[src/rtl/sudoku_wb_pkg.sv]
// Shared types and constants for the Wishbone classic single-transfer master.
package sudoku_wb_pkg;

    // Master FSM: wait for a command, run the bus cycle, hold the response.
    typedef enum logic [1:0] {
        ST_IDLE = 2'd0,
        ST_BUS  = 2'd1,
        ST_RESP = 2'd2
    } state_t;

    // Default number of unacknowledged BUS cycles before aborting.
    localparam int TIMEOUT_CYCLES_DEF = 255;

    // Width of the BUS-cycle timeout counter.
    localparam int CNT_W = 16;

endpackage

[src/rtl/sudoku_wb_master.sv]
// Command/response to Wishbone classic master. One transfer at a time:
// accept a command, drive cyc/stb until ack or timeout, then hold the
// response until it is consumed. Every output is a flop.
module sudoku_wb_master
    import sudoku_wb_pkg::*;
#(
    parameter int TIMEOUT_CYCLES = TIMEOUT_CYCLES_DEF
) (
    input  logic        wb_clk_i,
    input  logic        wb_rst_i,
    // command channel
    input  logic        cmd_valid,
    output logic        cmd_ready,
    input  logic        cmd_we,
    input  logic [31:0] cmd_adr,
    input  logic [31:0] cmd_dat,
    input  logic [3:0]  cmd_sel,
    // response channel
    output logic        rsp_valid,
    input  logic        rsp_ready,
    output logic [31:0] rsp_dat,
    output logic        rsp_err,
    // Wishbone master
    output logic [31:0] wb_adr_o,
    output logic [31:0] wb_dat_o,
    output logic [3:0]  wb_sel_o,
    output logic        wb_we_o,
    output logic        wb_cyc_o,
    output logic        wb_stb_o,
    input  logic        wb_ack_i,
    input  logic [31:0] wb_dat_i
);

    localparam logic [CNT_W-1:0] TO_LIMIT = CNT_W'(TIMEOUT_CYCLES);

    state_t           state;
    logic [CNT_W-1:0] cnt;
    logic [CNT_W-1:0] cnt_nxt;

    assign cnt_nxt = cnt + CNT_W'(1);

    // FSM, timeout counter and all registered outputs.
    always_ff @(posedge wb_clk_i) begin
        if (wb_rst_i) begin
            state     <= ST_IDLE;
            cnt       <= '0;
            cmd_ready <= 1'b1;
            rsp_valid <= 1'b0;
            rsp_dat   <= '0;
            rsp_err   <= 1'b0;
            wb_adr_o  <= '0;
            wb_dat_o  <= '0;
            wb_sel_o  <= '0;
            wb_we_o   <= 1'b0;
            wb_cyc_o  <= 1'b0;
            wb_stb_o  <= 1'b0;
        end else begin
            case (state)
                ST_IDLE: begin
                    if (cmd_valid && cmd_ready) begin
                        wb_adr_o  <= cmd_adr;
                        wb_dat_o  <= cmd_dat;
                        wb_sel_o  <= cmd_sel;
                        wb_we_o   <= cmd_we;
                        wb_cyc_o  <= 1'b1;
                        wb_stb_o  <= 1'b1;
                        cnt       <= '0;
                        cmd_ready <= 1'b0;
                        state     <= ST_BUS;
                    end
                end
                ST_BUS: begin
                    // ack is checked first so it wins over a same-cycle timeout
                    if (wb_ack_i) begin
                        rsp_dat   <= wb_we_o ? 32'h0 : wb_dat_i;
                        rsp_err   <= 1'b0;
                        rsp_valid <= 1'b1;
                        wb_cyc_o  <= 1'b0;
                        wb_stb_o  <= 1'b0;
                        state     <= ST_RESP;
                    end else begin
                        cnt <= cnt_nxt;
                        if (cnt_nxt == TO_LIMIT) begin
                            rsp_dat   <= 32'h0;
                            rsp_err   <= 1'b1;
                            rsp_valid <= 1'b1;
                            wb_cyc_o  <= 1'b0;
                            wb_stb_o  <= 1'b0;
                            state     <= ST_RESP;
                        end
                    end
                end
                ST_RESP: begin
                    if (rsp_ready) begin
                        rsp_valid <= 1'b0;
                        cmd_ready <= 1'b1;
                        state     <= ST_IDLE;
                    end
                end
                default: begin
                    state     <= ST_IDLE;
                    cmd_ready <= 1'b1;
                    rsp_valid <= 1'b0;
                    wb_cyc_o  <= 1'b0;
                    wb_stb_o  <= 1'b0;
                end
            endcase
        end
    end

endmodule

[config.mk]
export PLATFORM = sky130hd
export DESIGN_NAME = sudoku_wb_master
export DESIGN_NICKNAME = d
export VERILOG_FILES = /design/src/rtl/sudoku_wb_pkg.sv /design/src/rtl/sudoku_wb_master.sv
export SDC_FILE = /design/constraint.sdc
export NUM_CORES = 1
export LEC_CHECK = 0
export CAP_MARGIN = 20
export CORE_ASPECT_RATIO = 0.8
export CORE_MARGIN = 1.5
export CORE_UTILIZATION = 46
export DETAILED_ROUTE_END_ITERATION = 10
export GPL_ROUTABILITY_DRIVEN = 0
export GPL_TIMING_DRIVEN = 0
export PLACE_DENSITY = 0.93
export SYNTH_ARGS = -nofsm -noshare
export SYNTH_HDL_FRONTEND = slang
export SYNTH_SLANG_ARGS = --single-unit
[constraint.sdc]
create_clock -name wb_clk_i -period 5.94 [get_ports wb_clk_i]
set_input_delay 1.188 -clock wb_clk_i [delete_from_list [all_inputs] [get_ports wb_clk_i]]
set_output_delay 1.188 -clock wb_clk_i [all_outputs]
set_load 0.03 [all_outputs]
After elaboration in Yosys (flattened, before gate mapping)
Index checks and enable logic that the tools add are counted.
- ROM bits: 0
- register bits after elaboration: 123
- word-level logic and storage cells: 56
- latch bits: 0
- memories kept: 0
- memory bits (writable): 0
- equality and inequality tests: 7
- shifts and indexed selects: 0
- multipliers: 0
- bitwise logic cells: 3
- $lt $le $gt $ge: 0
- divide/modulo/power cells: 0
- reductions and logical operators: 11
- $add $sub $neg: 1
- mux-type cells: 23
- operators with widths (kind ; number):
    32-bit two-way mux ; 3
    16-bit two-way mux ; 2
    16-bit case mux with 2 select lines ; 1
    16-bit by 1-bit adder with 16-bit output, second input constant ; 1
    16-bit by 8-bit equality test with 1-bit output, second input constant ; 1
    3-bit AND reduction ; 5
    1-bit two-way mux ; 9
    1-bit case mux with 3 select lines ; 3
    2-bit two-way mux ; 4
    2-bit inequality test, second input constant ; 3
    2-bit case mux with 3 select lines ; 1
    2-bit AND reduction ; 2
    2-bit nonzero test ; 2
    3-bit inequality test, second input constant ; 1
    1-bit NOT ; 3
    2-bit by 1-bit equality test with 1-bit output, second input constant ; 1
    2-bit equality test, second input constant ; 1
    2-bit logical NOT ; 1
    1-bit logical AND ; 1

Logic depth before layout (Yosys ltp)
Gate-level depths: netlist of the first run.
- depth in word-level cells: 5
- gate-level depth with buffers: 8
- mapped depth without buffers: 7

Worst setup path after synthesis of the first run
No wires, ideal clock.
- path type: input to register
- start point: input cmd_valid
- end point: register wb_adr_o[14]
- arrival time: 2.415 ns
- path buffers: 2
- setup slack: 3.455 ns
- required time: 5.870 ns
- stages: 6
- cell sequence: nand2_1 nor3_1 clkbuf_1 clkbuf_1 nand2_1 a21oi_1
- word-level cells in the longest chain between the ends: 2
- RTL lines (item ; line ; text):
    start: declaration ; sudoku_wb_master.sv:12 ; input logic cmd_valid,
    1-bit logical AND ; sudoku_wb_master.sv:60 ; if (cmd_valid && cmd_ready) begin
    2-bit AND reduction (no source line) ; n/a ;
    end signal: assignment ; sudoku_wb_master.sv:61 ; wb_adr_o <= cmd_adr;
    end: declaration ; sudoku_wb_master.sv:24 ; output logic [31:0] wb_adr_o,
Every way passes these cells.
A chain may end at the register's enable or synchronous reset.

Worst setup path in the final report of the first run
- start point: register cnt[0]
- end point: register rsp_dat[15]
- word-level cells in the longest chain between the ends: 4
- RTL lines (item ; line ; text):
    start: declaration ; sudoku_wb_master.sv:37 ; logic [CNT_W-1:0] cnt;
    start signal: assignment ; sudoku_wb_master.sv:82 ; cnt <= cnt_nxt;
    16-bit by 1-bit adder with 16-bit output ; sudoku_wb_master.sv:40 ; assign cnt_nxt = cnt + CNT_W'(1);
    16-bit by 8-bit equality test with 1-bit output ; sudoku_wb_master.sv:83 ; if (cnt_nxt == TO_LIMIT) begin
    2-bit nonzero test (no source line) ; n/a ;
    2-bit AND reduction (no source line) ; n/a ;
    end signal: assignment ; sudoku_wb_master.sv:75 ; rsp_dat <= wb_we_o ? 32'h0 : wb_dat_i;
    end: declaration ; sudoku_wb_master.sv:21 ; output logic [31:0] rsp_dat,
Every way passes these cells.

==> results of run 1 <==
[layer usage]
| layer | vias up | global-route usage [%] | routed length [um] |
|---|---|---|---|
| li1 | 2717 | - | - |
| met1 | 2590 | 33.8 | 6780 |
| met2 | 267 | 46.5 | 7780 |
| met3 | 40 | 8.33 | 1540 |
| met4 | 0 | 12.0 | 477 |
| met5 | - | 0 | 0 |
[placed cells by master, fill, tap and decap left out, drive strengths merged, types with 3 or more instances in the layout]
cell,count
nor3b,33
inv,4
clkbuf,72
a31oi,3
nor3,7
xnor2,4
a32oi,32
nor2,28
o21ai,43
a21oi,90
clkinv,8
clkinvlp,6
dfxtp,123
nand2b,4
clkdlybuf4s50,210
nand2,184
xor2,3
nand4,7
or3,6
nand3,5
[sequential cells by signal, indices dropped and copies added (netlist names)]
| name | flops |
|---|---|
| cnt | 16 |
| cmd_ready | 1 |
| rsp_valid | 1 |
| wb_dat_o | 32 |
| rsp_err | 1 |
| wb_sel_o | 4 |
| state | 2 |
| wb_we_o | 1 |
| rsp_dat | 32 |
| wb_stb_o | 1 |
| wb_adr_o | 32 |
[power groups by stage]
| stage | registers, W | clock network, W | logic [W] |
|---|---|---|---|
| 2_1_floorplan | 0.00102 | 0 | 0.000124 |
| 3_3_place_gp | 0.000924 | 0 | 0.000424 |
| 3_5_place_dp | 0.000926 | 0 | 0.000431 |
| 4_1_cts | 0.000909 | 0.000973 | 0.000435 |
| 5_1_grt | 0.000915 | 0.00101 | 0.000464 |
| 6_report | 0.000910 | 0.000965 | 0.000435 |
[stage by stage]
step	std cells	util, %	hold slack [ns]	total power, W	setup slack, ns
after detailed placement	1005	68.2	0.446	0.00136	2.17
after global placement	1005	68.2	0.441	0.00135	2.21
after CTS	1037	73.3	0.454	0.00232	2.58
after floorplan	651	-	0.484	0.00114	3.45
after global routing	1038	73.4	0.474	0.00239	2.52
final	1038	73.4	0.453	0.00231	2.82
[worst max-delay path, stage by stage (launching register included)]
cell and delay [ns]:
dfxtp_1 0.42, ha_1 0.26, nand3_1 0.26, or3_1 0.42, a2111oi_0 0.56, nand4_1 0.45, clkbuf_1 0.31, o21ai_0 0.24
nand2_1 0.08
[how the worst max path moves through the flow]
stage	slack, ns	depth (start not counted)	end	from
after floorplan	3.45	6	wb_adr_o[14]	cmd_valid
final	2.82	8	rsp_dat[15]	cnt[0]
after detailed placement	2.17	7	wb_adr_o[21]	cmd_valid
after CTS	2.58	7	wb_adr_o[15]	cmd_valid
after global routing	2.52	8	rsp_dat[4]	cnt[0]
after global placement	2.21	7	wb_adr_o[16]	cmd_valid
[final cells by class]
type | instances | area, um2
Inverter | 4 | 15.0
Clock buffer | 17 | 425
Buffer | 56 | 215
Timing Repair Buffer | 211 | 2110
Sequential cell | 123 | 2460
Fill cell | 795 | 2890
Multi-Input combinational cell | 468 | 2430
Clock inverter | 15 | 126
Tap cell | 144 | 180
[logic make-up after synthesis]
| logic type | after synthesis | synth area share (%) |
|---|---|---|
| AOI/OAI and AO/OA | 177 | 20.5 |
| adders and majority gates | 2 | 0.489 |
| xor gates and xnor gates | 7 | 1.20 |
| DFF | 123 | 48.1 |
| buffers and inverters | 60 | 4.50 |
| and+or+nand+nor | 282 | 25.2 |
==> key figures, run 1 <==
Clocking
  – Longest Clk Path Bufs: 2
  – Worst-path clk slew: 0.06 ns
  – Worst skew pair latency: 0.42 ns
  – Post-CTS Setup Repair Bufs: 0
  – Clk root buf: clkbuf_16
  – CTS Buf Count: 17
  – CTS H-tree lvls: 4
  – # hold bufs at CTS: 0
  – CTS tree: built
  – # resized after CTS: 0
  – CTS Sinks: 123

Route
  – Residual DRC: 0
  – Post-route ant nets: 0
  – Total routed wirelength: 16600 um
  – First drt pass iteration count: 7
  – WL per Instance: 16.0 um
  – 1st-iter DRT viols: 395
  – Total vias in the final route: 5614
  – Vias per inst: 5.41

Final layout
  – Area growth syn-to-layout: 55.5%
  – Design Area, Final: 7960 um2
  – Share of layout cells above drive strength 1: 4.70%
  – Final nets: 989
  – Ant. Diodes: 0

Timing
  – RSZ-0062 raised after global routing: no
  – Crit share post-route: 52.6%
  – Worst Skew: 0.00795 ns
  – Worst Max-Slew Pin Slew: 0.739 ns
  – Min Tclk post-route: 3.12 ns
  – Max_slew headroom: 50.3%
  – Setup_tns: 0 ns
  – Max-slew violations: 0
  – Final Hold Fails: 0
  – # setup viols final: 0
  – Fmax: 320 MHz

Synth
  – Leading cell types by count after synthesis: nand2_1 (184), dfxtp_1 (123), a21oi_1 (90), clkbuf_1 (54), o21ai_0 (43)
  – Post-synth design cell area: 5120 um2
  – Yosys top cell area share: 48.1%
  – Synth area leaders: dfxtp_1 (48%), nand2_1 (13%), a21oi_1 (8.8%)
  – FFs w/ async S/R, synth: 0%
  – Avg Synthesized Cell Area: 7.86 um2
  – Cells after Synth: 651
  – Top-count cell post-synth: nand2_1
  – Top FF cell, synth: dfxtp_1
  – Syn. warnings: 0
  – Number of flops mapped to enable cells by yosys: 0
  – Library cells used by synthesis: 38
  – Synthesized Nets: 759
  – Yosys reg bits: 123
  – Sequential share of the synthesized area: 48.1%
  – Largest area contributor in the netlist: dfxtp_1

Worst setup path
  – Crit end category: flip-flop
  – Worst R2R End: rsp_dat[15]
  – Worst EP required: 6.24 ns
  – Setup CP Type: flip-flop to flip-flop
  – Worst Reg-to-Reg Cells: 8
  – RR Startpoint: cnt[0]
  – CP max FO: 10
  – WP data arrival: 3.43 ns
  – CP Launch Type: flip-flop
  – Reg2reg setup slack: 2.82 ns

Pwr
  – Part of the power in registers: 39.4%
  – PwrDens: 290 nW/um2
  – Peak VDD IR: 0.000204 V
  – Combinational Power Share: 18.8%
  – Clk pwr share: 41.8%
  – Net Switching: 0.000673 W
  – Int Pwr: 0.00164 W
  – Leakage: 2.89 nW
  – Net Sw Frac: 29.1%

GRT
  – Gr usage total: 28.1%
  – Global-route wire length before repair: 26200 um
  – Initial antenna violation count: 0
  – Largest net degree at the start of global routing: 17
  – GR Overflow Total: 0
  – Number of global-route vias before repair: 5360

Min path
  – Worst hold stages: 2
  – Hold EP: wb_adr_o[19]
  – Worst min path class: flip-flop to flip-flop
  – HP Start: wb_adr_o[19]

Placement
  – HPWL after DPL: 11600 um
  – DP Area: 7400 um2
  – # port buffers: 210

Job
  – Max Cap Viol: 0

Floorplan
  – Die H: 97.4 um
  – I/O Pins: 212
  – Total die area: 11800 um2
  – # rows: 34
  – Initial Util: 47.2%
  – Core area: 10800 um2
  – Die width: 121 um

Outcome
  – Status: complete, no violations
Note: power is estimated with default switching activity, not from simulation.
==> run 2, diff against run 1 <==
--- a/config.mk
+++ b/config.mk
@@ -8,11 +8,11 @@
 export CAP_MARGIN = 20
 export CORE_ASPECT_RATIO = 0.8
 export CORE_MARGIN = 1.5
-export CORE_UTILIZATION = 46
+export CORE_UTILIZATION = 39
 export DETAILED_ROUTE_END_ITERATION = 10
 export GPL_ROUTABILITY_DRIVEN = 0
 export GPL_TIMING_DRIVEN = 0
-export PLACE_DENSITY = 0.93
+export PLACE_DENSITY = 0.85
 export SYNTH_ARGS = -nofsm -noshare
 export SYNTH_HDL_FRONTEND = slang
 export SYNTH_SLANG_ARGS = --single-unit
==> constraint.sdc (replaced) <==
create_clock -name wb_clk_i -period 2.86 [get_ports wb_clk_i]
set_input_delay 0.572 -clock wb_clk_i [delete_from_list [all_inputs] [get_ports wb_clk_i]]
set_output_delay 0.572 -clock wb_clk_i [all_outputs]
set_load 0.03 [all_outputs]
==> run 2 against run 1 <==
- combinational power grew 110%
- sequential share of layout area shrank 0.58 points
- fmax grew 20%
- hold slack lost 0.0021 ns
- critical endpoint is now rsp_dat[14]
- largest cell class unchanged
- largest power group unchanged
==> key figures, run 2 (synthesis gave the netlist of run 1 again) <==
Outcome
  – Status: complete, no violations

Clocking
  – Worst skew pair latency: 0.41 ns (about the same)
  – Clk root buf: clkbuf_16
  – Longest Clk Path Bufs: 2 (unchanged)
  – CTS H-tree lvls: 4 (unchanged)
  – CTS Sinks: 123 (unchanged)
  – CTS tree: built
  – Worst-path clk slew: 0.06 ns (about the same)
  – CTS Buf Count: 17 (unchanged)

Timing
  – Crit share post-route: 91.2% (+39 points)
  – Worst Skew: 0.00882 ns (+0.000869 ns)
  – RSZ-0062 raised after global routing: no
  – Min Tclk post-route: 2.61 ns (-0.517 ns)
  – Max_slew headroom: 53.1% (+2.8 points)
  – Fmax: 384 MHz (+20%)
  – # setup viols final: 0 (unchanged)
  – Setup_tns: 0 ns (unchanged)
  – Worst Max-Slew Pin Slew: 0.700 ns (-0.0389 ns)
  – Max-slew violations: 0 (unchanged)
  – Final Hold Fails: 0 (unchanged)
  – WHS: 0.451 ns (-0.00207 ns)

Final layout
  – Share of layout cells above drive strength 1: 5.02% (+0.32 points)
  – Commonest non-fill, non-tap cell in the layout: clkdlybuf4s50_1
  – Register area: 2460 um2 (unchanged)
  – Final nets: 991 (+0.20%)
  – Ant. Diodes: 0 (unchanged)
  – Area growth syn-to-layout: 58.5%
  – Area of the multi-input gates: 2430 um2 (+0.26%)
  – Most frequent cells in the layout: clkdlybuf4s50_1 (210), nand2_1 (184), dfxtp_1 (123)
  – Design Area, Final: 8110 um2 (+1.9%)
  – Top flop regs: rsp_dat: 32 flops, wb_adr_o: 32 flops, wb_dat_o: 32 flops
  – # fillers: 1083 (+36%)

GRT
  – Initial antenna violation count: 0 (unchanged)
  – Largest net degree at the start of global routing: 17 (unchanged)
  – Global-route wire length before repair: 25100 um (-4.0%)
  – Number of global-route vias before repair: 5119 (-4.5%)
  – Gr usage total: 22.5% (-5.6 points)
  – GR Overflow Total: 0 (unchanged)

Route
  – First drt pass iteration count: 4 (-3)
  – Total routed wirelength: 15800 um (-4.5%)
  – 1st-iter DRT viols: 362 (-8.4%)
  – Post-route ant nets: 0 (unchanged)
  – Vias per inst: 5.11 (-5.5%)
  – Residual DRC: 0 (unchanged)
  – WL per Instance: 14.8 um (-7.5%)
  – Total vias in the final route: 5472 (-2.5%)

Pwr
  – Peak VDD IR: 0.000403 V (+98%)
  – PwrDens: 627 nW/um2 (+120%)
  – Leakage: 2.94 nW (+1.9%)

Min path
  – Worst min path class: flip-flop to flip-flop

Floorplan
  – I/O Pins: 212 (unchanged)
  – Die H: 105 um (+8.3%)
  – Core area: 12800 um2 (+18%)
  – Total die area: 13800 um2 (+17%)
  – Die width: 131 um (+8.4%)
  – # rows: 37 (+8.8%)
  – Initial Util: 39.9% (-7.3 points)

Worst setup path
  – CP max stage delay: 0.47 ns (-0.09 ns)
  – Worst EP required: 3.15 ns (-3.09 ns)
  – CP Launch Type: flip-flop
  – Crit-path cells: buf_2 -> nand4_4 -> or3_4 -> or3_1 -> a221o_1 -> clkbuf_1 -> o21ai_0 -> nand2_1
  – Setup CP Type: flip-flop to flip-flop
  – CP delay by family, top: simple AND/OR/NAND/NOR gates
  – CP max FO: 10 (unchanged)
  – Crit end category: flip-flop
  – WP data arrival: 2.90 ns (-0.53 ns)
  – CP max stage cell: a221o_1
  – CP Buf/Inv Count: 2 (+1)

Placement
  – HPWL after DPL: 11300 um (-2.3%)
  – DP Area: 7450 um2 (+0.63%)
  – # port buffers: 210 (unchanged)

Job
  – Max Cap Viol: 0 (unchanged)
-- run 2: cell count changes in the layout (fill, tap and decap cells not counted), sizes merged --
cell,previous run,this run
bufinv,1,4
clkinv,8,4
clkinvlp,6,4
clkbuf,72,73
buf,2,5
inv,4,5
-- run 2: final timing paths --
path                                   start      endpoint  slack (ns)  cells after the start
worst max register to register        cnt[4]   rsp_dat[14]        0.25                      8
worst min-delay path            wb_adr_o[25]  wb_adr_o[25]        0.45                      2
worst min register to register  wb_adr_o[25]  wb_adr_o[25]        0.45                      2
worst max-delay path                  cnt[4]   rsp_dat[14]        0.25                      8
-- run 2: worst register-to-register path, delay by kind of cell, from the launching register on --
family          cells  cell delay (ns)
compound gates      2             0.71
buf+inv             2             0.45
flops               1             0.30
simple gates        4             1.03
-- run 2: layout make-up --
cell class,instances,share of cell area (%)
buffer,56,2.65
inverter,4,0.185
sequential,123,30.4
multi-input combinational,468,30.0
clock inverter,13,2.34
tap,175,2.70
clock buffer,19,5.58
timing repair buffer,213,26.2
-- run 2: timing repair --
item                                    4_1_cts  5_1_grt
setup buffers                                 2        0
pin swaps                                     1        0
hold buffers                                  0        0
endpoints found under the setup margin        1       26
gates resized for setup                       0        2
-- run 2: power breakdown --
part	switching, W	total (W)	internal [W]
sequential	0.0000657	0.00189	0.00182
clock	0.000792	0.00230	0.00151
combinational	0.000506	0.000900	0.000394
total	0.00136	0.00509	0.00372
-- run 2: stage by stage --
stage / setup WS (ns) / instances / util [%] / power [W]
after global routing: 0.0204 / 1071 / 63.3 / 0.00527
after floorplan: 0.514 / 651 / - / 0.00237
after global placement: -0.298 / 1036 / 58.0 / 0.00280
final: 0.253 / 1071 / 63.3 / 0.00509
after CTS: 0.171 / 1071 / 63.2 / 0.00513
after detailed placement: 0.0322 / 1037 / 58.1 / 0.00282
-- run 2: layer usage --
metal	vias up	share of wire (%)	global-route usage, %
li1	2726	-	-
met1	2529	45	28.9
met2	200	46	36.4
met3	17	7.0	6.40
met4	0	1.2	7.46
met5	-	0	0
